### config.mk
export PLATFORM = sky130hd
export DESIGN_NAME = dbi_decoder
export DESIGN_NICKNAME = d
export VERILOG_FILES = /design/src/rtl/dbi_decoder.sv
export SDC_FILE = /design/constraint.sdc
export NUM_CORES = 1
export LEC_CHECK = 0
export CAP_MARGIN = 40
export CORE_MARGIN = 4
export CORE_UTILIZATION = 50
export CTS_CLUSTER_SIZE = 12
export DETAILED_ROUTE_END_ITERATION = 7
export GPL_TIMING_DRIVEN = 0
export PLACE_DENSITY = 0.8
export SYNTH_ARGS = -nofsm -noshare
export SYNTH_HDL_FRONTEND = slang
export SYNTH_SLANG_ARGS = --single-unit
export TNS_END_PERCENT = 50
### constraint.sdc
create_clock -name clk -period 2.58 [get_ports clk]
set_input_delay 0.774 -clock clk [delete_from_list [all_inputs] [get_ports clk]]
set_output_delay 0.774 -clock clk [all_outputs]
set_load 0.02 [all_outputs]
### src/rtl/dbi_decoder.sv
// Receive-side DBI decoder: restores inverted bytes into a 2-entry FIFO and
// counts inverted beats. Define DBI_PARITY_CHK_EN to add in_par/par_err checking.
module dbi_decoder #(
  parameter int DW    = 8,
  parameter int CNT_W = 16
) (
  input  logic             clk,
  input  logic             rst_n,
  input  logic             in_valid,
  output logic             in_ready,
  input  logic [DW-1:0]    in_data,
  input  logic             in_dbi,
  output logic             out_valid,
  input  logic             out_ready,
  output logic [DW-1:0]    out_data,
  input  logic             clr_stats,
`ifdef DBI_PARITY_CHK_EN
  input  logic             in_par,
  output logic             par_err,
`endif
  output logic [CNT_W-1:0] inv_count
);

  localparam logic [CNT_W-1:0] CNT_ONE = CNT_W'(1);

  logic [DW-1:0] mem [2];
  logic          rd_ptr;
  logic          wr_ptr;
  logic [1:0]    count;
  logic          accept;
  logic          pop;

  function automatic logic [DW-1:0] dbi_restore(input logic [DW-1:0] d, input logic inv);
    return inv ? ~d : d;
  endfunction

  function automatic logic [CNT_W-1:0] sat_inc(input logic [CNT_W-1:0] c);
    return (c == {CNT_W{1'b1}}) ? c : c + CNT_ONE;
  endfunction

  // Handshake flags depend only on registered occupancy, never on in_*.
  assign in_ready  = (count != 2'd2);
  assign out_valid = (count != 2'd0);
  assign out_data  = mem[rd_ptr];
  assign accept    = in_valid && in_ready;
  assign pop       = out_valid && out_ready;

  always_ff @(posedge clk or negedge rst_n) begin
    if (!rst_n) begin
      mem[0] <= '0;
      mem[1] <= '0;
      rd_ptr <= 1'b0;
      wr_ptr <= 1'b0;
      count  <= 2'd0;
    end else begin
      if (accept) begin
        mem[wr_ptr] <= dbi_restore(in_data, in_dbi);
        wr_ptr      <= ~wr_ptr;
      end
      if (pop) begin
        rd_ptr <= ~rd_ptr;
      end
      case ({accept, pop})
        2'b10:   count <= count + 2'd1;
        2'b01:   count <= count - 2'd1;
        default: count <= count;
      endcase
    end
  end

  // Clear has priority over a same-cycle increment.
  always_ff @(posedge clk or negedge rst_n) begin
    if (!rst_n) begin
      inv_count <= '0;
    end else if (clr_stats) begin
      inv_count <= '0;
    end else if (accept && in_dbi) begin
      inv_count <= sat_inc(inv_count);
    end
  end

`ifdef DBI_PARITY_CHK_EN
  // Sticky error; a new error in the clearing cycle keeps the flag set.
  always_ff @(posedge clk or negedge rst_n) begin
    if (!rst_n) begin
      par_err <= 1'b0;
    end else if (accept && ((^{in_dbi, in_data}) != in_par)) begin
      par_err <= 1'b1;
    end else if (clr_stats) begin
      par_err <= 1'b0;
    end
  end
`endif

endmodule

# Word-level counts from Yosys, hierarchy flattened

Cells that the tools add are included.

Bits in registers: 36
Bits of input ports: 14
Output and inout port bits: 26
Word-level logic and storage cells: 41

$add $sub $neg: 3
$lt $le $gt $ge: 3
Eq/ne operators: 5
Mux-type cells: 11
Bitwise logic cells: 5
Reduce and logical (&&, ||, !) cells: 8

Operators by type and width:

| kind                                                                 | count |
|---|---|
| 16-bit 2-to-1 mux                                                    | 3 |
| 8-bit 2-to-1 mux                                                     | 5 |
| 16-bit by 1-bit adder with 16-bit output, second input constant      | 1 |
| 16-bit bitwise mux                                                   | 1 |
| 16-bit == test, second input constant                                | 1 |
| 8-bit demux with 1-bit select                                        | 1 |
| 8-bit inverter                                                       | 1 |
| 2-bit nonzero test                                                   | 3 |
| 2-bit greater-or-equal comparator, second input constant             | 2 |
| 1-bit logical AND                                                    | 4 |
| 2-bit != test, second input constant                                 | 2 |
| 1-bit inverter with 2-bit output                                     | 2 |
| 2-bit one-hot mux with 2 select lines                                | 1 |
| 2-bit by 1-bit adder with 2-bit output, second input constant        | 1 |
| 2-bit by 1-bit == test with 1-bit output, second input constant      | 1 |
| 2-bit == test, second input constant                                 | 1 |
| 2-bit by 1-bit < comparator with 1-bit output, second input constant | 1 |
| 1-bit inverter                                                       | 2 |
| 2-bit AND reduction                                                  | 1 |
| 2-bit by 1-bit subtractor with 2-bit output, second input constant   | 1 |

# Logic depth before layout (Yosys ltp)

Word-level depth: 6
Mapped depth: 7
Mapped depth without buffers: 7

# Worst setup path after synthesis

No wires, ideal clock.

Kind: input -> register
Start point: in in_dbi
End point: reg inv_count[13]
Setup time: 0.078 ns
Arrival time: 2.003 ns
Slack: 0.499 ns
Stages on the path: 5
Path buffers: 1
Path through: nand2_1 or4_1 buf_2 or4_1 a21oi_1

Word-level cells in the longest chain between the ends: 3

RTL lines:

| item                                 | RTL line | text |
|---|---|---|
| start, declared                      | 12       | `input logic in_dbi,` |
| 1-bit logical AND                    | 77       | `end else if (accept && in_dbi) begin` |
| 2-bit nonzero test (no source line)  | --       |  |
| 2-bit AND reduction (no source line) | --       |  |
| end signal, assigned                 | 78       | `inv_count <= sat_inc(inv_count);` |
| end, declared                        | 21       | `output logic [CNT_W-1:0] inv_count` |

Every way passes these cells.
A chain may end at the register's enable or synchronous reset.

# Worst setup path after layout

Start point: reg rd_ptr
End point: out out_data[1]

Word-level cells in the longest chain between the ends: 4

RTL lines:

| item                                                   | RTL line | text |
|---|---|---|
| start, declared                                        | 27       | `logic rd_ptr;` |
| start signal, assigned                                 | 61       | `rd_ptr <= ~rd_ptr;` |
| 1-bit inverter with 2-bit output (implied by the code) | 44       | `assign out_data = mem[rd_ptr];` |
| 8-bit 2-to-1 mux (implied by the code) (3 in series)   | 44       |  |
| end, declared                                          | 15       | `output logic [DW-1:0] out_data,` |

Every way passes these cells. The select of a mux whose other input is x is not followed.

==> impl_metrics.prom <==
# TYPE chip_impl_metric gauge
chip_impl_metric{name="syn_inst",unit=""} 192
chip_impl_metric{name="final_min_period_over_clock_period",unit="%"} 95.9
chip_impl_metric{name="globalplace.congestion",unit=""} 0.920
chip_impl_metric{name="ys_types",unit=""} 33
chip_impl_metric{name="postRouteAntennaNets",unit=""} 0
chip_impl_metric{name="final_util",unit="%"} 69.1
chip_impl_metric{name="drt_drc_violations_left",unit=""} 0
chip_impl_metric{name="clkSinkCount",unit=""} 36
chip_impl_metric{name="multi_input_area",unit="um2"} 922
chip_impl_metric{name="die_x",unit="um"} 69
chip_impl_info{name="startpoint_types",value="flop"} 1
chip_impl_metric{name="dpl_wire_length",unit="um"} 2960
chip_impl_metric{name="cts_max_level",unit=""} 2
chip_impl_metric{name="syn_avg_cell_area",unit="um2"} 9.69
chip_impl_info{name="status",value="finished, final reports clean"} 1
chip_impl_metric{name="grt_antenna_before_repair",unit=""} 0
chip_impl_info{name="grt_setup_unrepaired",value="false"} 1
chip_impl_metric{name="grt_max_degree",unit=""} 37
chip_impl_info{name="tritoncts",value="yes"} 1
chip_impl_metric{name="port_buffers",unit=""} 39
chip_impl_metric{name="boundaryPins",unit=""} 40
chip_impl_metric{name="dp.cells",unit=""} 277
chip_impl_metric{name="clk_path_buf_depth",unit=""} 2
chip_impl_metric{name="period_minus_slack",unit="ps"} 2470
chip_impl_metric{name="wire_length_of_the_first_global_routing_pass",unit="um"} 7010
chip_impl_metric{name="synth_warnings",unit=""} 0
chip_impl_metric{name="drt_pre_antenna_iters",unit=""} 4
chip_impl_metric{name="async_flop_share",unit="%"} 100
chip_impl_metric{name="dpl_worst_slack",unit="ps"} -241
chip_impl_metric{name="timing_worst_slew_pin_value",unit="ps"} 772
chip_impl_info{name="cp-startpoint",value="rd_ptr"} 1
chip_impl_metric{name="finalNonFillerCells",unit=""} 284
chip_impl_metric{name="slew_limit_fails",unit=""} 0
chip_impl_metric{name="max_clock_freq",unit="MHz"} 404
chip_impl_metric{name="syn2layout_area_growth",unit="%"} 28.8
chip_impl_metric{name="ir_worst_vdd",unit="V"} 0.000637
chip_impl_metric{name="cts_setup_buffers",unit=""} 0
chip_impl_info{name="synth_common_cells",value="sky130_fd_sc_hd__dfrtp_1, sky130_fd_sc_hd__nand2_1, sky130_fd_sc_hd__o21ai_0"} 1
chip_impl_metric{name="synth-seq-cells",unit=""} 36
chip_impl_info{name="post-synth-top-count-cell",value="sky130_fd_sc_hd__dfrtp_1"} 1
chip_impl_metric{name="critPathMaxStageDelay",unit="ps"} 550
chip_impl_metric{name="drv_cap",unit=""} 0
chip_impl_info{name="worst_min_delay_path_class",value="reg -> reg"} 1
chip_impl_metric{name="power.total",unit="mW"} 2.06
chip_impl_metric{name="route.detailed.wl_per_inst",unit="um"} 14.5
chip_impl_metric{name="routed_wirelength",unit="um"} 4120
chip_impl_info{name="clock-root-buffer",value="sky130_fd_sc_hd__clkbuf_8"} 1
chip_impl_metric{name="layout.nets",unit=""} 253
chip_impl_metric{name="synth_largest_type_area_fraction",unit="%"} 48.4
chip_impl_info{name="postSynth.topFlopCell",value="sky130_fd_sc_hd__dfrtp_1"} 1
chip_impl_info{name="cp_slowest_cell",value="sky130_fd_sc_hd__clkdlybuf4s50_1"} 1
chip_impl_metric{name="grt_usage",unit="%"} 18.2
chip_impl_info{name="synth_top_cells_by_area",value="sky130_fd_sc_hd__dfrtp_1, sky130_fd_sc_hd__mux2_2, sky130_fd_sc_hd__nand2_1"} 1
chip_impl_metric{name="seqCellArea",unit="um2"} 902
chip_impl_metric{name="fp-row-count",unit=""} 21
chip_impl_metric{name="height_of_the_chip",unit="um"} 69
chip_impl_metric{name="p_per_area",unit="mW/mm2"} 858
chip_impl_metric{name="finalHoldViolations",unit=""} 0
chip_impl_metric{name="dr_total_vias",unit=""} 1585
chip_impl_metric{name="grt_pass1_vias",unit=""} 1478
chip_impl_metric{name="grt_overflow_total",unit=""} 0
chip_impl_metric{name="slew-limit-headroom",unit="%"} 48.5
chip_impl_metric{name="critical_path_buf_inv_count",unit=""} 1
chip_impl_metric{name="critical_path_required",unit="ps"} 1810
chip_impl_metric{name="detailedRoute.firstIterationViolations",unit=""} 102
chip_impl_metric{name="die_area",unit="mm2"} 0.00476
chip_impl_metric{name="cts-buffers-inserted",unit=""} 5
chip_impl_metric{name="yosysSeqAreaShare",unit="%"} 48.4
chip_impl_metric{name="core_area",unit="mm2"} 0.00347
chip_impl_metric{name="initial_utilization",unit="%"} 53.6
chip_impl_metric{name="tns",unit="ps"} 0
chip_impl_metric{name="setup_violations",unit=""} 0
chip_impl_metric{name="synth.cell_area",unit="mm2"} 0.00186
chip_impl_metric{name="clk_transition_reported_paths",unit="ps"} 70
chip_impl_metric{name="synth_enable_flop_cells",unit=""} 0
chip_impl_info{name="worst_setup_path_end_kind",value="output port"} 1
chip_impl_metric{name="static-leakage-power",unit="nW"} 0.958
chip_impl_info{name="setup.worst_path.class",value="reg -> out"} 1
chip_impl_info{name="synth_top_cell_by_area",value="sky130_fd_sc_hd__dfrtp_1"} 1
chip_impl_info{name="crit_path_cell_trace",value="mux2_2, clkdlybuf4s50_1"} 1
chip_impl_info{name="crit_family",value="buffers and inverters"} 1
chip_impl_metric{name="diodes",unit=""} 0
chip_impl_metric{name="worst_ep_arrival_time",unit="ps"} 1700
chip_impl_info{name="startpoint_of_the_worst_slack_reg_to_reg_timing_path",value="inv_count[0]"} 1
chip_impl_metric{name="fill_cells",unit=""} 301
chip_impl_metric{name="postSynthNetCount",unit=""} 208
chip_impl_info{name="min-delay-start",value="mem[6]"} 1
chip_impl_metric{name="clk-insertion-delay-late",unit="ps"} 290
chip_impl_metric{name="fin_ws",unit="ps"} 105
chip_impl_metric{name="detail_route.vias_per_cell",unit=""} 5.58
chip_impl_metric{name="highest_fanout_seen_on_the_critical_path",unit=""} 9
chip_impl_metric{name="drive_above_1_share",unit="%"} 10.1
chip_impl_metric{name="setup_clock_skew_after_layout",unit="ps"} 2.67
flip-flops by register name (all words and copies together), names as in the netlist:
name	cells
rd_ptr	1
wr_ptr	1
mem	16
inv_count	16
count	2
worst reg2reg max path, cell delays in order, from the launching register on:
cell                       delay, ps
sky130_fd_sc_hd__dfrtp_1         450
sky130_fd_sc_hd__ha_1            280
sky130_fd_sc_hd__nand4_1         150
sky130_fd_sc_hd__nor3_1          320
sky130_fd_sc_hd__clkbuf_1        340
sky130_fd_sc_hd__nor4_1          110
sky130_fd_sc_hd__mux2_2          280
layer usage:
layer | vias up | GRT usage (%) | routed length, um
met5 | - | 0 | 0
met4 | 0 | 5.86 | 60
met3 | 8 | 5.81 | 211
met2 | 37 | 27.8 | 1920
met1 | 745 | 24.6 | 1920
li1 | 795 | - | -
worst paths after layout:
kind | endpoint | cells after the start | slack [ps]
hold reg to reg | mem[6] | 2 | 470
setup / recovery | out_data[1] | 2 | 110
min in group asynchronous | inv_count[2] | 1 | 560
max in group asynchronous | rd_ptr | 1 | 1480
setup reg to reg | inv_count[14] | 6 | 530
hold / removal | mem[6] | 2 | 470
layout by cell type (no fill, tap or decap), drive strengths merged, types with 2 or more instances in the layout:
cell and instances:
clkdlybuf4s50 37, dfrtp 36, nand2 30, o21ai 20, clkbuf 12, mux2 11
xnor2 10, a21oi 9, nand3 8, or4 8, o31ai 7, nor2 6
nand4 6, nor2b 4, nor4 4, inv 3, buf 3, or3 3
and3 3, and4 2, xor2 2, ha 2
cells by family (layout without fill, tap and decap cells):
family	count (synthesis)	after routing	synth area share (%)
AOI/OAI and AO/OA	41	41	12.8
xor gates and xnor gates	12	12	5.65
adders and majority gates	2	2	1.34
buffers and inverters	10	56	2.15
DFF	36	36	48.4
muxes	12	12	7.20
and+or+nand+nor	79	79	22.5
final cells by class:
class | instances | share of cell area (%)
Clock buffer | 8 | 3.76
Timing Repair Buffer | 39 | 16.2
Inverter | 3 | 0.470
Buffer | 6 | 1.04
Sequential cell | 36 | 37.7
Tap cell | 46 | 2.40
Multi-Input combinational cell | 146 | 38.5
power breakdown:
part	switching, mW	internal (mW)
logic	0.411	0.403
registers	0.115	0.723
clock network	0.187	0.218
total	0.713	1.34
stage by stage:
| stage | cell area, um2 | hold slack [ps] |
|---|---|---|
| CTS | 2390 | 480 |
| global route | 2400 | 488 |
| floorplan | 1860 | 444 |
| finish | 2400 | 474 |
| detailed placement | 2300 | 465 |
| global placement | 2310 | 456 |
repair_timing:
action / 4_1_cts / 5_1_grt
pin swaps: 0 / 0
hold buffers: 0 / 0
endpoints found under the hold margin: 0 / 0
gates cloned: 0 / 0
setup endpoints to repair: 8 / 5
gates resized for setup: 1 / 2
Note: power is estimated with default switching activity, not from simulation.
